`src/rtl/bsg_manycore_stat_tag_tracker.sv`:
```
// bsg_manycore_stat_tag_tracker: pairs START/END print-stat tags per id and reports elapsed cycles; optional logging via BSG_STAT_TAG_TRACKER_DISPLAY_EN
module bsg_manycore_stat_tag_tracker #(
   parameter int data_width_p = 32,
   parameter int num_tags_p = 16,
   parameter int ctr_width_p = 32,
   localparam int id_width_lp = $clog2(num_tags_p),
   localparam int cnt_width_lp = $clog2(num_tags_p + 1)
) (
   input  logic                    clk_i,
   input  logic                    reset_i,
   input  logic                    v_i,
   input  logic [data_width_p-1:0] tag_i,
   input  logic [ctr_width_p-1:0]  ctr_i,
   output logic                    done_v_o,
   output logic [id_width_lp-1:0]  done_id_o,
   output logic [ctr_width_p-1:0]  elapsed_o,
   output logic                    mark_v_o,
   output logic                    err_restart_o,
   output logic                    err_unmatched_o,
   output logic [cnt_width_lp-1:0] open_count_o,
   output logic                    idle_o
);
   logic [1:0] typ;
   logic [id_width_lp-1:0] id;
   logic [num_tags_p-1:0] open_r;
   logic [ctr_width_p-1:0] start_r [num_tags_p];
   logic is_open, start_v, end_v, mark_v;
   logic unused_bits;
   assign typ = tag_i[data_width_p-1 -: 2];
   assign id = tag_i[id_width_lp-1:0];
   assign unused_bits = ^tag_i[data_width_p-3:id_width_lp];
   assign is_open = open_r[id];
   assign start_v = v_i & (typ == 2'd0);
   assign end_v = v_i & (typ == 2'd1);
   assign mark_v = v_i & (typ == 2'd2);
   assign idle_o = (open_count_o == '0);
   // per-id open bits, open count and registered result/pulse outputs
   always_ff @(posedge clk_i or posedge reset_i) begin
      if (reset_i) begin
         open_r <= '0;
         open_count_o <= '0;
         done_v_o <= 1'b0;
         done_id_o <= '0;
         elapsed_o <= '0;
         mark_v_o <= 1'b0;
         err_restart_o <= 1'b0;
         err_unmatched_o <= 1'b0;
      end else begin
         done_v_o <= end_v & is_open;
         mark_v_o <= mark_v;
         err_restart_o <= start_v & is_open;
         err_unmatched_o <= end_v & ~is_open;
         if (start_v) begin
            open_r[id] <= 1'b1;
            if (!is_open) open_count_o <= open_count_o + cnt_width_lp'(1);
         end
         if (end_v && is_open) begin
            open_r[id] <= 1'b0;
            open_count_o <= open_count_o - cnt_width_lp'(1);
            done_id_o <= id;
            elapsed_o <= ctr_i - start_r[id];
         end
      end
   end
   // start counters need no reset: they are only read while their open bit is set
   always_ff @(posedge clk_i) begin
      if (start_v) start_r[id] <= ctr_i;
   end
`ifdef BSG_STAT_TAG_TRACKER_DISPLAY_EN
   // log completions and protocol errors on the edge that registers their pulse
   always_ff @(posedge clk_i) begin
      if (!reset_i && end_v && is_open) $display("[STAT] id=%0d elapsed=%0d", id, ctr_i - start_r[id]);
      if (!reset_i && start_v && is_open) $display("[STAT][ERR] restart id=%0d", id);
      if (!reset_i && end_v && !is_open) $display("[STAT][ERR] unmatched id=%0d", id);
   end
`else
`endif
endmodule

```
`config.mk`:
```
export PLATFORM = sky130hd
export DESIGN_NAME = bsg_manycore_stat_tag_tracker
export DESIGN_NICKNAME = d
export VERILOG_FILES = /design/src/rtl/bsg_manycore_stat_tag_tracker.sv
export SDC_FILE = /design/constraint.sdc
export NUM_CORES = 1
export LEC_CHECK = 0
export CORE_MARGIN = 1.5
export CORE_UTILIZATION = 25
export CTS_BUF_LIST = sky130_fd_sc_hd__clkbuf_4 sky130_fd_sc_hd__clkbuf_8 sky130_fd_sc_hd__clkbuf_16
export DETAILED_ROUTE_END_ITERATION = 8
export DONT_BUFFER_PORTS = 1
export MAX_ROUTING_LAYER = met4
export PLACE_DENSITY_LB_ADDON = 0.05
export SLEW_MARGIN = 20
export SYNTH_ARGS = -nofsm -noshare
export SYNTH_HDL_FRONTEND = slang
export SYNTH_SLANG_ARGS = --single-unit
```
`constraint.sdc`:
```
create_clock -name clk_i -period 3.7 [get_ports clk_i]
set_input_delay 0.185 -clock clk_i [delete_from_list [all_inputs] [get_ports clk_i]]
set_output_delay 0.185 -clock clk_i [all_outputs]
set_load 0.01 [all_outputs]
```
== Yosys cells after proc, flatten, opt, wreduce, memory -nomap -nowiden ==
Memories as Yosys holds them, arrays and structs flattened.
Index checks and enable logic that the tools add are counted.

* Reductions and logical operators: 6
* Mux-type cells: 11
* $lt $le $gt $ge: 2
* Eq/ne operators: 3
* Bitwise gates (word level): 10
* $add $sub $neg: 3

{| class="wikitable"
|+ Operators by type and width
! kind !! count
|-
| $mux W16 || 2
|-
| $sub A32 B32 Y32 || 1
|-
| $and A16 B16 Y16 || 1
|-
| $not A16 Y16 || 1
|-
| $or A16 B16 Y16 || 1
|-
| $mux W5 || 3
|-
| $and A1 B1 Y1 || 6
|-
| $add A5 B1 Y5 const B || 1
|-
| $logic_not A5 Y1 || 1
|-
| $lt A4 B5 Y1 const B || 1
|-
| $sub A5 B1 Y5 const B || 1
|-
| $bmux W1 S4 || 1
|-
| $demux W1 S4 || 1
|-
| $ge A4 B1 Y1 const B || 1
|-
| $mux W1 || 4
|-
| $eq A2 B1 Y1 const B || 1
|-
| $eq A2 B2 Y1 const B || 1
|-
| $logic_and A1 B1 Y1 || 2
|-
| $logic_not A2 Y1 || 1
|-
| $ne A2 B1 Y1 const B || 1
|-
| $reduce_and A2 Y1 || 1
|-
| $reduce_bool A2 Y1 || 1
|-
| $not A1 Y1 || 1
|}

* Register bits after elaboration: 61
* Input port bits: 67
* Output and inout bits: 46
* Memories kept: 1
* Word-level logic and storage cells: 44
* Bits in writable memories: 512

{| class="wikitable"
|+ Memories
! name !! depth !! width !! read ports !! clocked after Yosys merged registers in !! wr ports !! line !! source
|-
| start_r || 16 || 32 || 1 || 0 || 1 || 26 || <nowiki>logic [ctr_width_p-1:0] start_r [num_tags_p];</nowiki>
|}

== Depth between registers and ports, before layout ==
* Depth after elaboration: 8
* Depth in mapped cells: 15
* Gate-level depth less buffers: 12

== Worst setup path before layout ==
Ideal clock, no wire load.

* Kind: input-to-reg
* From: input tag_i[0]
* To: register elapsed_o[28]
* Stages on the path: 14
* Buffers on the path: 3
* Arrival: 3.642 ns
* Path slack: -0.037 ns
* Setup time: 0.095 ns
* Cells stage by stage: buf_4 -> clkbuf_1 -> buf_2 -> mux4_2 -> mux4_2 -> inv_1 -> ha_1 -> a21oi_1 -> o211ai_1 -> a221oi_1 -> a22oi_1 -> and3_1 -> o21a_1 -> o31ai_1

* Longest elaborated chain between the ends: 3
* Elaborated cells between the ends (all ways): 5
* Classes of those cells: add/sub: 1; mux: 2; reduce/logical: 1; memory: 1

{| class="wikitable"
|+ Ends and longest elaborated chain
! what !! line !! source
|-
| from (decl) || 12 || <nowiki>input logic [data_width_p-1:0] tag_i,</nowiki>
|-
| parallel branches: the longest is 3 deep, another holds $mem_v2 Z16 W32 || -- ||
|-
| to (signal assigned) || 61 || <nowiki>elapsed_o <= ctr_i - start_r[id];</nowiki>
|-
| to (decl) || 16 || <nowiki>output logic [ctr_width_p-1:0] elapsed_o,</nowiki>
|}

Parallel ways; which one is timed is not known. The select of a mux whose other input is x is not followed.
A chain may end at the register's enable or synchronous reset.

== Final worst setup path ==
* From: memory start_r[15][0]
* To: register elapsed_o[22]

* Longest elaborated chain between the ends: 2

{| class="wikitable"
|+ Ends and longest elaborated chain
! what !! line
|-
| from (decl) || 26
|-
| $mem_v2 Z16 W32 || --
|-
| $sub A32 B32 Y32 || 61
|}

No other way between the ends.

==> reports/results.tsv <==
stage	metric	value	unit
clock_tree	numCtsBuffers	72	
detailed_routing	first_pass_iters	5	
logic_synthesis	syn-num-nets	1345	
floorplanning	die_w	311	um
cells_and_area	num-nets-final	1466	
grt	grt_pass1_vias	12800	
clock_tree	cts_htree_levels	3	
floorplanning	die_y	311	um
critical_path	reg2reg_to	elapsed_o[22]	
sta	setup_viol	0	
sta	holdWs	0.0456	ns
clock_tree	cts_buffer_depth	3	
placed_design	placed_cells	2494	
critical_path	cp_cell_sequence	mux4_2, mux4_2, ha_4, inv_2, fa_2, a21oi_2, o211ai_1, a211oi_2, buf_4, nor3_2, buf_4, nor2_1, xnor2_2, mux2_1	
logic_synthesis	synth_edf_count	512	
pwr	power_frac_clock	43.7	%
critical_path	critPathKind	flip-flop to flip-flop	
sta	worstMarginPinSlew	0.709	ns
job	cap_violations	0	
detailed_routing	routed_wl	72300	um
cells_and_area	fin_cells	2672	
critical_path	rr_worst_depth	14	
detailed_routing	num_vias	12200	
detailed_routing	postRouteAntennaNets	0	
clock_tree	clk_pin_slew	0.06	ns
clock_tree	cts_tree	yes	
critical_path	r2r-start	start_r[15][0]	
clock_tree	clk_latency	0.61	ns
sta	period_minus_slack	3.56	ns
pwr	p_per_area	573	nW/um2
critical_path	worstPathMaxFanout	3	
clock_tree	clock-sinks	573	
cells_and_area	final_common_cell	edfxtp_1	
sta	hold_viol	0	
logic_synthesis	synth_ff_type	edfxtp_1	
grt	grt_usage	15.4	%
detailed_routing	viasPerCell	4.57	
logic_synthesis	yosysUniqueCellTypes	69	
floorplanning	core-area	93600	um2
pwr	switchingPower	4.07	mW
pwr	leakage	9.47	nW
logic_synthesis	netlist_area	23700	um2
cells_and_area	layout_common_cells	edfxtp_1 (512), mux4_2 (162), clkbuf_16 (74), nand2_1 (62), dfrtp_1 (61)	
logic_synthesis	seq_area_frac_synth	71.4	%
grt	grt_pass1_wl	102000	um
placed_design	dp.final_hpwl	38900	um
detailed_routing	first_iter_violations	877	
critical_path	reg2reg_slack	0.14	ns
cells_and_area	areaGrowthSynthToFinish	20.9	%
sta	relSlewSlack	52.7	%
logic_synthesis	synthCells	1240	
sta	post-route-period-util	96.2	%
pwr	swShare	24.8	%
detailed_routing	drcViolationCount	0	
run_status	status	finished clean	
critical_path	slowest_delay	0.52	ns
sta	rsz0062_at_grt	false	
grt	antenna_found_initial	4	
cells_and_area	drive_above_1_share	26.9	%
floorplanning	num_rows	112	
sta	report.final.slew_viol_count	0	
critical_path	end_kind	flip-flop	
floorplanning	start_util	25.3	%
logic_synthesis	avgSynthCellArea	19.1	um2
hold_path	hold_class	primary input to flip-flop	
placed_design	dpl_cell_area	25700	um2
sta	fin_skew	0.0243	ns
pwr	combPwrFrac	9.1	%
detailed_routing	routedWlPerCell	27.0	um
placed_design	port_buffers	0	
clock_tree	cts-root-buf	clkbuf_16	
cells_and_area	fin_area	28600	um2
critical_path	critical_path_required	4.19	ns
grt	grt_max_degree	135	
placed_design	post-place-ws	-0.0376	ns
pwr	total_power	16.4	mW
floorplanning	io_pins	113	
critical_path	cp-endpoint	elapsed_o[22]	
pwr	intPower	12.3	mW
pwr	pwr-share-seq	47.2	%
grt	grt_overflow	0	
critical_path	critical_path.slowest_cell	mux4_2	
critical_path	arrival	4.05	ns
sta	setup_tns	0	ns
logic_synthesis	synth-seq-cells	573	
pwr	ir_drop	244	uV
sta	worst_slack	0.142	ns
critical_path	crit_path_start_kind	flip-flop	
placed_design	place.gp.congestion	0.751	
floorplanning	dieArea	96600	um2
logic_synthesis	async_flop_share	10.6	%
sta	max_freq	0.281	GHz
cells_and_area	antenna_cells	0	
critical_path	crit_start	start_r[15][0]	
cells_and_area	final_util	30.6	%
logic_synthesis	yosys_warnings	0	
## power groups by stage
stage,Clock [mW],Sequential (mW),Combinational [mW]
6_report,7.17,7.74,1.49
3_3_place_gp,0,7.89,1.35
5_1_grt,7.63,7.80,1.65
2_1_floorplan,0,7.71,1.01
4_1_cts,7.41,7.77,1.48
3_5_place_dp,0,7.90,1.34
## kinds of logic after synthesis
kind of cell	share of synthesized area, %
AOI/OAI and AO/OA	4.20
DFF	71.4
adders and majority gates	2.07
muxes	16.1
buffers and inverters	1.81
and+or+nand+nor	3.47
xor gates and xnor gates	0.962
## cell type report
class / count / area [um2]
fill: 9229 / 65000
sequential: 573 / 16900
multi-input combinational: 565 / 6550
clock buffer: 83 / 1930
tap: 1254 / 1570
timing repair buffer: 105 / 1020
clock inverter: 48 / 497
inverter: 44 / 166
## flip-flops by register name (all words and copies together), names as in the netlist
signal           count
mark_v_o             1
elapsed_o           32
open_count_o         5
err_unmatched_o      1
start_r            512
open_r              16
err_restart_o        1
done_id_o            4
done_v_o             1
## timing repair
item,4_1_cts,5_1_grt
endpoints found under the hold margin,562,0
cloned,0,0
hold buffers,44,0
setup endpoints to repair,4,10
buffers inserted,0,3
pin swaps,0,8
resized for setup,0,17
## critical path, delay by kind of cell, from the launching register on
kind	cells	cell delay, ns
AO/OA/AOI/OAI	3	0.59
buffers and inverters	3	0.40
adder cells (fa/ha/maj)	2	0.43
multiplexers	3	1.29
XOR/XNOR	1	0.19
flip-flops	1	0.36
AND/OR/NAND/NOR	2	0.18
## Yosys cell counts, types with 5 or more instances
cell type | count | area, um2
xor2_1 | 15 | 131
a21o_1 | 7 | 52.6
o2111ai_1 | 5 | 43.8
a21oi_1 | 54 | 270
nor2b_1 | 8 | 50.1
o22a_1 | 9 | 78.8
edfxtp_1 | 512 | 15400
o21a_1 | 7 | 52.6
o21ai_0 | 33 | 165
xnor2_1 | 11 | 96.3
nor3_1 | 9 | 45.0
ha_1 | 36 | 450
inv_1 | 43 | 161
buf_1 | 6 | 22.5
buf_2 | 19 | 95.1
nor2_1 | 50 | 188
dfrtp_1 | 61 | 1530
mux2i_1 | 7 | 70.1
clkbuf_1 | 29 | 109
and3_1 | 7 | 43.8
nand2_1 | 62 | 233
nand3_1 | 10 | 50.1
mux4_2 | 162 | 3650
## worst min-delay path by stage
stage | end | cells after the start | from
finish | elapsed_o[11] | 3 | ctr_i[10]
global route | elapsed_o[1] | 3 | ctr_i[1]
CTS | elapsed_o[11] | 3 | ctr_i[10]
detailed placement | mark_v_o | 1 | reset_i
global placement | mark_v_o | 1 | reset_i
floorplan | start_r[0][0] | 0 | ctr_i[0]
## metal layers
| layer | wire length, um | GRT usage, % | up-vias |
|---|---|---|---|
| met5 | 0 | - | - |
| met4 | 1640 | 3.99 | 0 |
| met3 | 3650 | 3.51 | 98 |
| met2 | 32900 | 23.1 | 248 |
| met1 | 34100 | 21.2 | 6590 |
| li1 | - | - | 5288 |
No activity file was read; power rests on OpenSTA's default activity.
